===== src/rtl/board_input_conditioner_pkg.sv =====
// Shared constants for the board input conditioner: raw idle levels and debounce sizing.
package board_input_conditioner_pkg;

  localparam logic KEY_IDLE_RAW = 1'b1;
  localparam logic SW_IDLE_RAW  = 1'b0;

  localparam int unsigned DEFAULT_DEBOUNCE_CYCLES = 500000;

  // Counter width that can count to the given number of cycles with one bit of headroom.
  function automatic int unsigned cnt_width_for(input int unsigned cycles);
    return $clog2(cycles) + 1;
  endfunction

endpackage


===== src/rtl/board_input_conditioner_debounce_bit.sv =====
// One conditioned input bit: 2-flop synchronizer, stability counter and accepted-level register.
module debounce_bit
  import board_input_conditioner_pkg::*;
#(
  parameter logic        IDLE_VAL        = SW_IDLE_RAW,
  parameter int unsigned DEBOUNCE_CYCLES = DEFAULT_DEBOUNCE_CYCLES,
  parameter int unsigned CNT_WIDTH       = 19
) (
  input  logic clk,
  input  logic reset,
  input  logic raw_i,
  output logic level_o,
  output logic change_o
);

  localparam logic [CNT_WIDTH-1:0] CNT_MAX = CNT_WIDTH'(DEBOUNCE_CYCLES - 1);

  logic                 s1_q, s2_q;
  logic                 stable_q, stable_d;
  logic [CNT_WIDTH-1:0] cnt_q, cnt_d;

  // change_o flags the edge at which stable_q takes the new level.
  always_comb begin
    stable_d = stable_q;
    cnt_d    = cnt_q;
    change_o = 1'b0;
    if (s2_q == stable_q) begin
      cnt_d = '0;
    end else if (cnt_q == CNT_MAX) begin
      stable_d = s2_q;
      cnt_d    = '0;
      change_o = 1'b1;
    end else begin
      cnt_d = cnt_q + 1'b1;
    end
  end

  always_ff @(posedge clk) begin
    if (reset) begin
      s1_q     <= IDLE_VAL;
      s2_q     <= IDLE_VAL;
      stable_q <= IDLE_VAL;
      cnt_q    <= '0;
    end else begin
      s1_q     <= raw_i;
      s2_q     <= s1_q;
      stable_q <= stable_d;
      cnt_q    <= cnt_d;
    end
  end

  assign level_o = stable_q;

endmodule


===== src/rtl/board_input_conditioner.sv =====
// Debounced key/switch levels plus sticky key-press events read through a clear-on-read handshake.
// Optional auto-repeat of held keys is enabled by defining KEY_AUTO_REPEAT_EN.
module board_input_conditioner
  import board_input_conditioner_pkg::*;
#(
  parameter int unsigned NUM_KEYS        = 4,
  parameter int unsigned NUM_SW          = 10,
  parameter int unsigned DEBOUNCE_CYCLES = DEFAULT_DEBOUNCE_CYCLES,
  parameter int unsigned CNT_WIDTH       = 19,
  parameter int unsigned REPEAT_DELAY    = 25000000,
  parameter int unsigned REPEAT_PERIOD   = 5000000
) (
  input  logic                clk,
  input  logic                reset,
  input  logic [NUM_KEYS-1:0] key_n_in,
  input  logic [NUM_SW-1:0]   sw_in,
  output logic [NUM_KEYS-1:0] key_level,
  output logic [NUM_SW-1:0]   sw_level,
  output logic                event_pending,
  input  logic                rd_req,
  output logic                rd_valid,
  output logic [NUM_KEYS-1:0] rd_events
);

  logic [NUM_KEYS-1:0] key_stable, key_change;
  logic [NUM_SW-1:0]   sw_stable, unused_sw_change;

  for (genvar i = 0; i < NUM_KEYS; i++) begin : g_key
    debounce_bit #(
      .IDLE_VAL       (KEY_IDLE_RAW),
      .DEBOUNCE_CYCLES(DEBOUNCE_CYCLES),
      .CNT_WIDTH      (CNT_WIDTH)
    ) u_db (
      .clk     (clk),
      .reset   (reset),
      .raw_i   (key_n_in[i]),
      .level_o (key_stable[i]),
      .change_o(key_change[i])
    );
  end

  for (genvar i = 0; i < NUM_SW; i++) begin : g_sw
    debounce_bit #(
      .IDLE_VAL       (SW_IDLE_RAW),
      .DEBOUNCE_CYCLES(DEBOUNCE_CYCLES),
      .CNT_WIDTH      (CNT_WIDTH)
    ) u_db (
      .clk     (clk),
      .reset   (reset),
      .raw_i   (sw_in[i]),
      .level_o (sw_stable[i]),
      .change_o(unused_sw_change[i])
    );
  end

  assign key_level = ~key_stable;
  assign sw_level  = sw_stable;

  // A key accepting a change while its stable raw level is still 1 (released) is a press.
  logic [NUM_KEYS-1:0] press_set, repeat_set, event_set;
  assign press_set = key_change & key_stable;

`ifdef KEY_AUTO_REPEAT_EN
  logic [NUM_KEYS-1:0][31:0] hold_q;
  logic [NUM_KEYS-1:0]       armed_q;

  always_comb begin
    repeat_set = '0;
    for (int k = 0; k < NUM_KEYS; k++) begin
      if (key_level[k]) begin
        if (armed_q[k]) repeat_set[k] = (hold_q[k] == REPEAT_PERIOD - 1);
        else            repeat_set[k] = (hold_q[k] == REPEAT_DELAY - 1);
      end
    end
  end

  // First repeat fires REPEAT_DELAY cycles into the hold, later ones every REPEAT_PERIOD.
  always_ff @(posedge clk) begin
    for (int k = 0; k < NUM_KEYS; k++) begin
      if (reset || !key_level[k]) begin
        hold_q[k]  <= '0;
        armed_q[k] <= 1'b0;
      end else if (repeat_set[k]) begin
        hold_q[k]  <= '0;
        armed_q[k] <= 1'b1;
      end else begin
        hold_q[k]  <= hold_q[k] + 32'd1;
      end
    end
  end
`else
  logic unused_repeat_cfg;
  assign unused_repeat_cfg = ^{REPEAT_DELAY, REPEAT_PERIOD};
  assign repeat_set        = '0;
`endif

  assign event_set = press_set | repeat_set;

  logic [NUM_KEYS-1:0] event_q, event_d;
  logic [NUM_KEYS-1:0] rd_events_q;
  logic                pending_q, rd_valid_q;

  // A set landing on the same edge as a read wins: it stays pending and is left out of the snapshot.
  assign event_d = (event_q & ~{NUM_KEYS{rd_req}}) | event_set;

  always_ff @(posedge clk) begin
    if (reset) begin
      event_q     <= '0;
      pending_q   <= 1'b0;
      rd_valid_q  <= 1'b0;
      rd_events_q <= '0;
    end else begin
      event_q    <= event_d;
      pending_q  <= |event_d;
      rd_valid_q <= rd_req;
      if (rd_req) rd_events_q <= event_q & ~event_set;
    end
  end

  assign event_pending = pending_q;
  assign rd_valid      = rd_valid_q;
  assign rd_events     = rd_events_q;

endmodule

===== config.mk =====
export PLATFORM = sky130hd
export DESIGN_NAME = board_input_conditioner
export DESIGN_NICKNAME = d
export VERILOG_FILES = /design/src/rtl/board_input_conditioner_pkg.sv /design/src/rtl/board_input_conditioner_debounce_bit.sv /design/src/rtl/board_input_conditioner.sv
export SDC_FILE = /design/constraint.sdc
export NUM_CORES = 1
export LEC_CHECK = 0
export ABC_AREA = 0
export CELL_PAD_IN_SITES_DETAIL_PLACEMENT = 0
export CELL_PAD_IN_SITES_GLOBAL_PLACEMENT = 1
export CORE_MARGIN = 1
export CORE_UTILIZATION = 38
export DETAILED_ROUTE_END_ITERATION = 10
export GPL_TIMING_DRIVEN = 0
export PLACE_DENSITY = 0.7
export SYNTH_ARGS = -nofsm -noshare
export SYNTH_HDL_FRONTEND = slang
export SYNTH_SLANG_ARGS = --single-unit

===== constraint.sdc =====
create_clock -name clk -period 3.9 [get_ports clk]
set_clock_uncertainty 0.15 [all_clocks]
set_input_delay 0.39 -clock clk [delete_from_list [all_inputs] [get_ports clk]]
set_output_delay 0.39 -clock clk [all_outputs]
set_load 0.03 [all_outputs]

==> out/metrics.sh <==
NUMBER_OF_BUFFERS_ADDED_TO_FIX_HOLD_VIOLATIONS_AFTER_CTS=0
CP-START-KIND='primary input'
FLOORPLAN.DIE.WIDTH_UM=193
CLOCK_SINK_COUNT=318
CLOCK-ROOT-BUFFER='sky130_fd_sc_hd__clkbuf_16'
TOP_USAGE_LAYER='met2'
P_LEAK_nW=4.75
SYNTH_NETS=1616
CTS_TREE='yes'
GROUTE.LAYER.MET1.USAGE_PCT=21.4
CORE_AREA_UM2=35700
GRT_START_MAX_NET_PINS=14
LAYOUT.CELLS.MOST_COMMON='sky130_fd_sc_hd__dfxtp_1'
CTS_POST_SETUP_BUFFERS_INSERTED=0
CP_DATA_REQUIRED_TIME_NS=4.20
GRT_FIRST_PASS_WIRELENGTH_UM=48800
ANTENNA_VIOLATING_NETS_LEFT=0
DETAILEDROUTE.FIRSTPASSITERATIONCOUNT=7
HOLD_CLASS='reg -> reg'
N_FILL_CELL=3553
GLOBALROUTEMET3UTIL_PCT=2.75
DESIGN.DIE.AREA_UM2=37300
MOST-COMMON-LAYOUT-CELLS='sky130_fd_sc_hd__dfxtp_1 (318), sky130_fd_sc_hd__nor2_1 (206), sky130_fd_sc_hd__nand2_1 (106)'
GROUTE.USAGE.OVERALL_PCT=15.7
ANTENNA_FOUND_INITIAL=1
PATH_BUF_INV=4
POST_SYNTHESIS_TO_FINAL_LAYOUT_AREA_GROWTH_PCT=15.3
SYNTH_CELLS=1585
GLOBALROUTEMET2UTIL_PCT=25.4
ROUTABILITYCONGESTION=0.756
INITIAL_UTILIZATION_PCT=38.9
SW_FRAC_OF_TOTAL_PCT=21.2
P_COMB_SHARE_PCT=1.5
DRT_ITER0_DRC=484
POST_SYNTH_NUM_CELL_TYPES=62
TIMING.FINAL.CRIT_PERIOD_NS=2.89
FINAL_MAX_SLEW_VIOL_COUNT=0
SETUP.WORST_PATH.CLASS='in -> reg'
FF_LATCH_AREA_UM2=6370
TIMING_WORST_SLEW_PIN_VALUE_NS=1.02
CRITICAL-PATH-TOP-CELL-BY-COUNT='sky130_fd_sc_hd__clkbuf_1'
GLOBAL_ROUTE.OVERFLOW_TOTAL=0
TOTAL_SWITCHING_POWER_mW=1.42
SETUP.WORST_PATH.END_CLASS='flop'
CRITICAL-PATH-SLOWEST-CELL='sky130_fd_sc_hd__clkbuf_1'
CTS_MAX_LEVEL=2
LAYOUT_WORST_PATH_CYCLE_SHARE_PCT=74.2
YS_SEQ_ELEMENTS=318
TIMING_HOLD_VIOLATIONS_FINAL=0
CHIPHEIGHT_UM=193
NUMBER_OF_GLOBAL_ROUTE_VIAS_BEFORE_REPAIR=10149
VIAS_AFTER_DETAILED_ROUTING=11084
CLOCKBUFFERDEPTH=3
IO_PINS=37
WORSTPATHMAXFANOUT=10
SYNTH_SEQUENTIAL_AREA_RATIO_PCT=45.8
MAX_CLOCK_FREQ_MHz=346
DRC=0
VDD.IR_DROP.WORST_uV=238
YS_WARN_COUNT=0
SYNTH-MAIN-FF-CELL='sky130_fd_sc_hd__dfxtp_1'
FINAL-SETUP-VIOL-COUNT=0
CLKLATENCYLATEPIN_NS=0.52
STATUS='finished clean'
ANTENNA-DIODE-COUNT=0
REG2REG_SETUP_SLACK_NS=1.23
PORTBUFFERS=36
VIAS_PER_CELL=5.16
CP_DATA_ARRIVAL_TIME_NS=3.19
CLOCK_POWER_SHARE_PCT=49.8
CRIT_PATH_MAX_INCR_DELAY_NS=0.79
DESIGN_POWER_TOTAL_mW=6.73
POWER_DENSITY_nW_PER_UM2=420
REL_SLEW_SLACK_PCT=31.8
POSTCTSRESIZEDCELLS=0
WL_PER_CELL_UM=13.4
DRV_CAP=0
MULTI_INPUT_AREA_UM2=7050
CLK_PIN_SLEW_NS=0.06
CTS_BUFFERS=37
NETS=1691
PATH_DELAY_FAMILY='buffers and inverters'
SYNTHESIS.AREA_UM2=13900
POSTROUTEWIRELENGTH_UM=28700
FINAL_TNS_SETUP_NS=0
INTERNAL_POWER_mW=5.31
P_SEQ_SHARE_PCT=48.7
SYNTH_AREA_PER_CELL_UM2=8.76
SYNTH-EDFF-COUNT=0
DP_HPWL_UM=19900
NUM_ROWS=69
UNREPAIRED_SETUP_ENDPOINTS_AFTER_GLOBAL_ROUTING='false'
ASYNC_RESET_FF_SHARE_PCT=0
TIMING.CRITICAL_PATH.CELLS='clkdlybuf4s50_1 > inv_1 > clkbuf_1 > o221ai_1 > clkbuf_1 > nor2_1'
FINAL_LAYOUT_SIZE_SUFFIX_GT1_SHARE_PCT=7.18
==> flip-flops by register name, indices dropped and copies added, names as in the netlist, 10 cells and up <==
name and cells:
g_sw.u_db.s1_q 10, g_sw.u_db.cnt_q 190, g_sw.u_db.s2_q 10, g_key.u_db.cnt_q 76
g_sw.u_db.level_o 10
==> metrics by stage <==
stage / utilization (%) / hold WS [ns] / instances / setup slack [ns] / instance area (um^2)
5_1_grt: 44.8 / 0.273 / 2147 / 0.755 / 16000
2_1_floorplan: - / 0.239 / 1585 / 1.82 / 13900
3_3_place_gp: 41.5 / 0.246 / 2082 / 0.394 / 14800
6_report: 44.8 / 0.258 / 2147 / 1.01 / 16000
3_5_place_dp: 41.5 / 0.246 / 2082 / 0.401 / 14800
4_1_cts: 44.8 / 0.255 / 2147 / 0.960 / 16000
==> path summary, 6_finish.rpt <==
kind	from	to	depth (start not counted)
worst min register to register	g_key[3].u_db.s1_q	g_key[3].u_db.s2_q	1
worst max register to register	g_sw[8].u_db.cnt_q[0]	g_sw[8].u_db.cnt_q[8]	7
worst min-delay path	g_key[3].u_db.s1_q	g_key[3].u_db.s2_q	1
worst max-delay path	reset	g_key[1].u_db.cnt_q[12]	6
==> power groups by stage <==
stage	combinational (mW)	sequential, mW	clock (mW)
finish	0.100	3.28	3.35
global route	0.111	3.28	3.61
CTS	0.103	3.28	3.47
detailed placement	0.103	3.35	0
global placement	0.102	3.35	0
floorplan	0.0531	3.35	0
==> worst register-to-register path, stage by stage, from the launching register on <==
cell                       delay, ns
sky130_fd_sc_hd__dfxtp_1        0.37
sky130_fd_sc_hd__ha_1           0.22
sky130_fd_sc_hd__and4_1         0.20
sky130_fd_sc_hd__clkbuf_1       0.33
sky130_fd_sc_hd__nand3_1        0.19
sky130_fd_sc_hd__o21ai_1        0.52
sky130_fd_sc_hd__clkbuf_1       0.45
sky130_fd_sc_hd__nor2_1         0.11
==> Yosys cell counts, types with 4 or more instances <==
library cell,count,area [um^2]
sky130_fd_sc_hd__nand2b_1,5,31.3
sky130_fd_sc_hd__a21oi_1,91,455
sky130_fd_sc_hd__clkbuf_1,27,101
sky130_fd_sc_hd__nor2_1,206,773
sky130_fd_sc_hd__inv_1,60,225
sky130_fd_sc_hd__or3_1,55,344
sky130_fd_sc_hd__ha_1,14,175
sky130_fd_sc_hd__o211ai_1,6,45.0
sky130_fd_sc_hd__o31ai_1,36,270
sky130_fd_sc_hd__nor4bb_1,5,50.1
sky130_fd_sc_hd__nor4_1,35,219
sky130_fd_sc_hd__o21ai_0,52,260
sky130_fd_sc_hd__nor3_1,34,170
sky130_fd_sc_hd__buf_2,9,45.0
sky130_fd_sc_hd__xor2_1,76,666
sky130_fd_sc_hd__or2_2,11,68.8
sky130_fd_sc_hd__o21ai_2,4,35.0
sky130_fd_sc_hd__and2_1,6,37.5
sky130_fd_sc_hd__nor2b_1,27,169
sky130_fd_sc_hd__nor4b_1,17,149
sky130_fd_sc_hd__nand3_1,89,445
sky130_fd_sc_hd__and3_1,15,93.8
sky130_fd_sc_hd__buf_4,10,75.1
sky130_fd_sc_hd__nand4_1,49,307
sky130_fd_sc_hd__nand3_2,4,40.0
sky130_fd_sc_hd__dfxtp_1,318,6370
sky130_fd_sc_hd__o21a_1,6,45.0
sky130_fd_sc_hd__xnor2_1,91,797
sky130_fd_sc_hd__or4_1,46,345
sky130_fd_sc_hd__and4_1,26,228
sky130_fd_sc_hd__nand2_1,106,398
sky130_fd_sc_hd__or4b_2,6,60.1
==> final cells by class <==
cell class                      count  area share (%)
Buffer                             49            1.51
Clock buffer                       50            6.73
Clock inverter                     15           0.680
Inverter                           60            1.41
Multi-Input combinational cell   1158            44.1
Sequential cell                   318            39.8
Tap cell                          461            3.60
Timing Repair Buffer               36            2.25
==> cells by family after synthesis <==
family / share of synthesized area, %
AND/OR/NAND/NOR: 29.4
flip-flops: 45.8
AO/OA/AOI/OAI: 9.51
XOR/XNOR: 10.5
buffers and inverters: 3.36
adder cells (fa/ha/maj): 1.26
multiplexers: 0.144
==> per-layer routing <==
layer,share of wire (%),vias to the layer above
met5,0,-
met4,1.9,0
met2,44,114
li1,-,5797
met1,51,5133
met3,3.0,40
(Power assumes the default switching activity.)
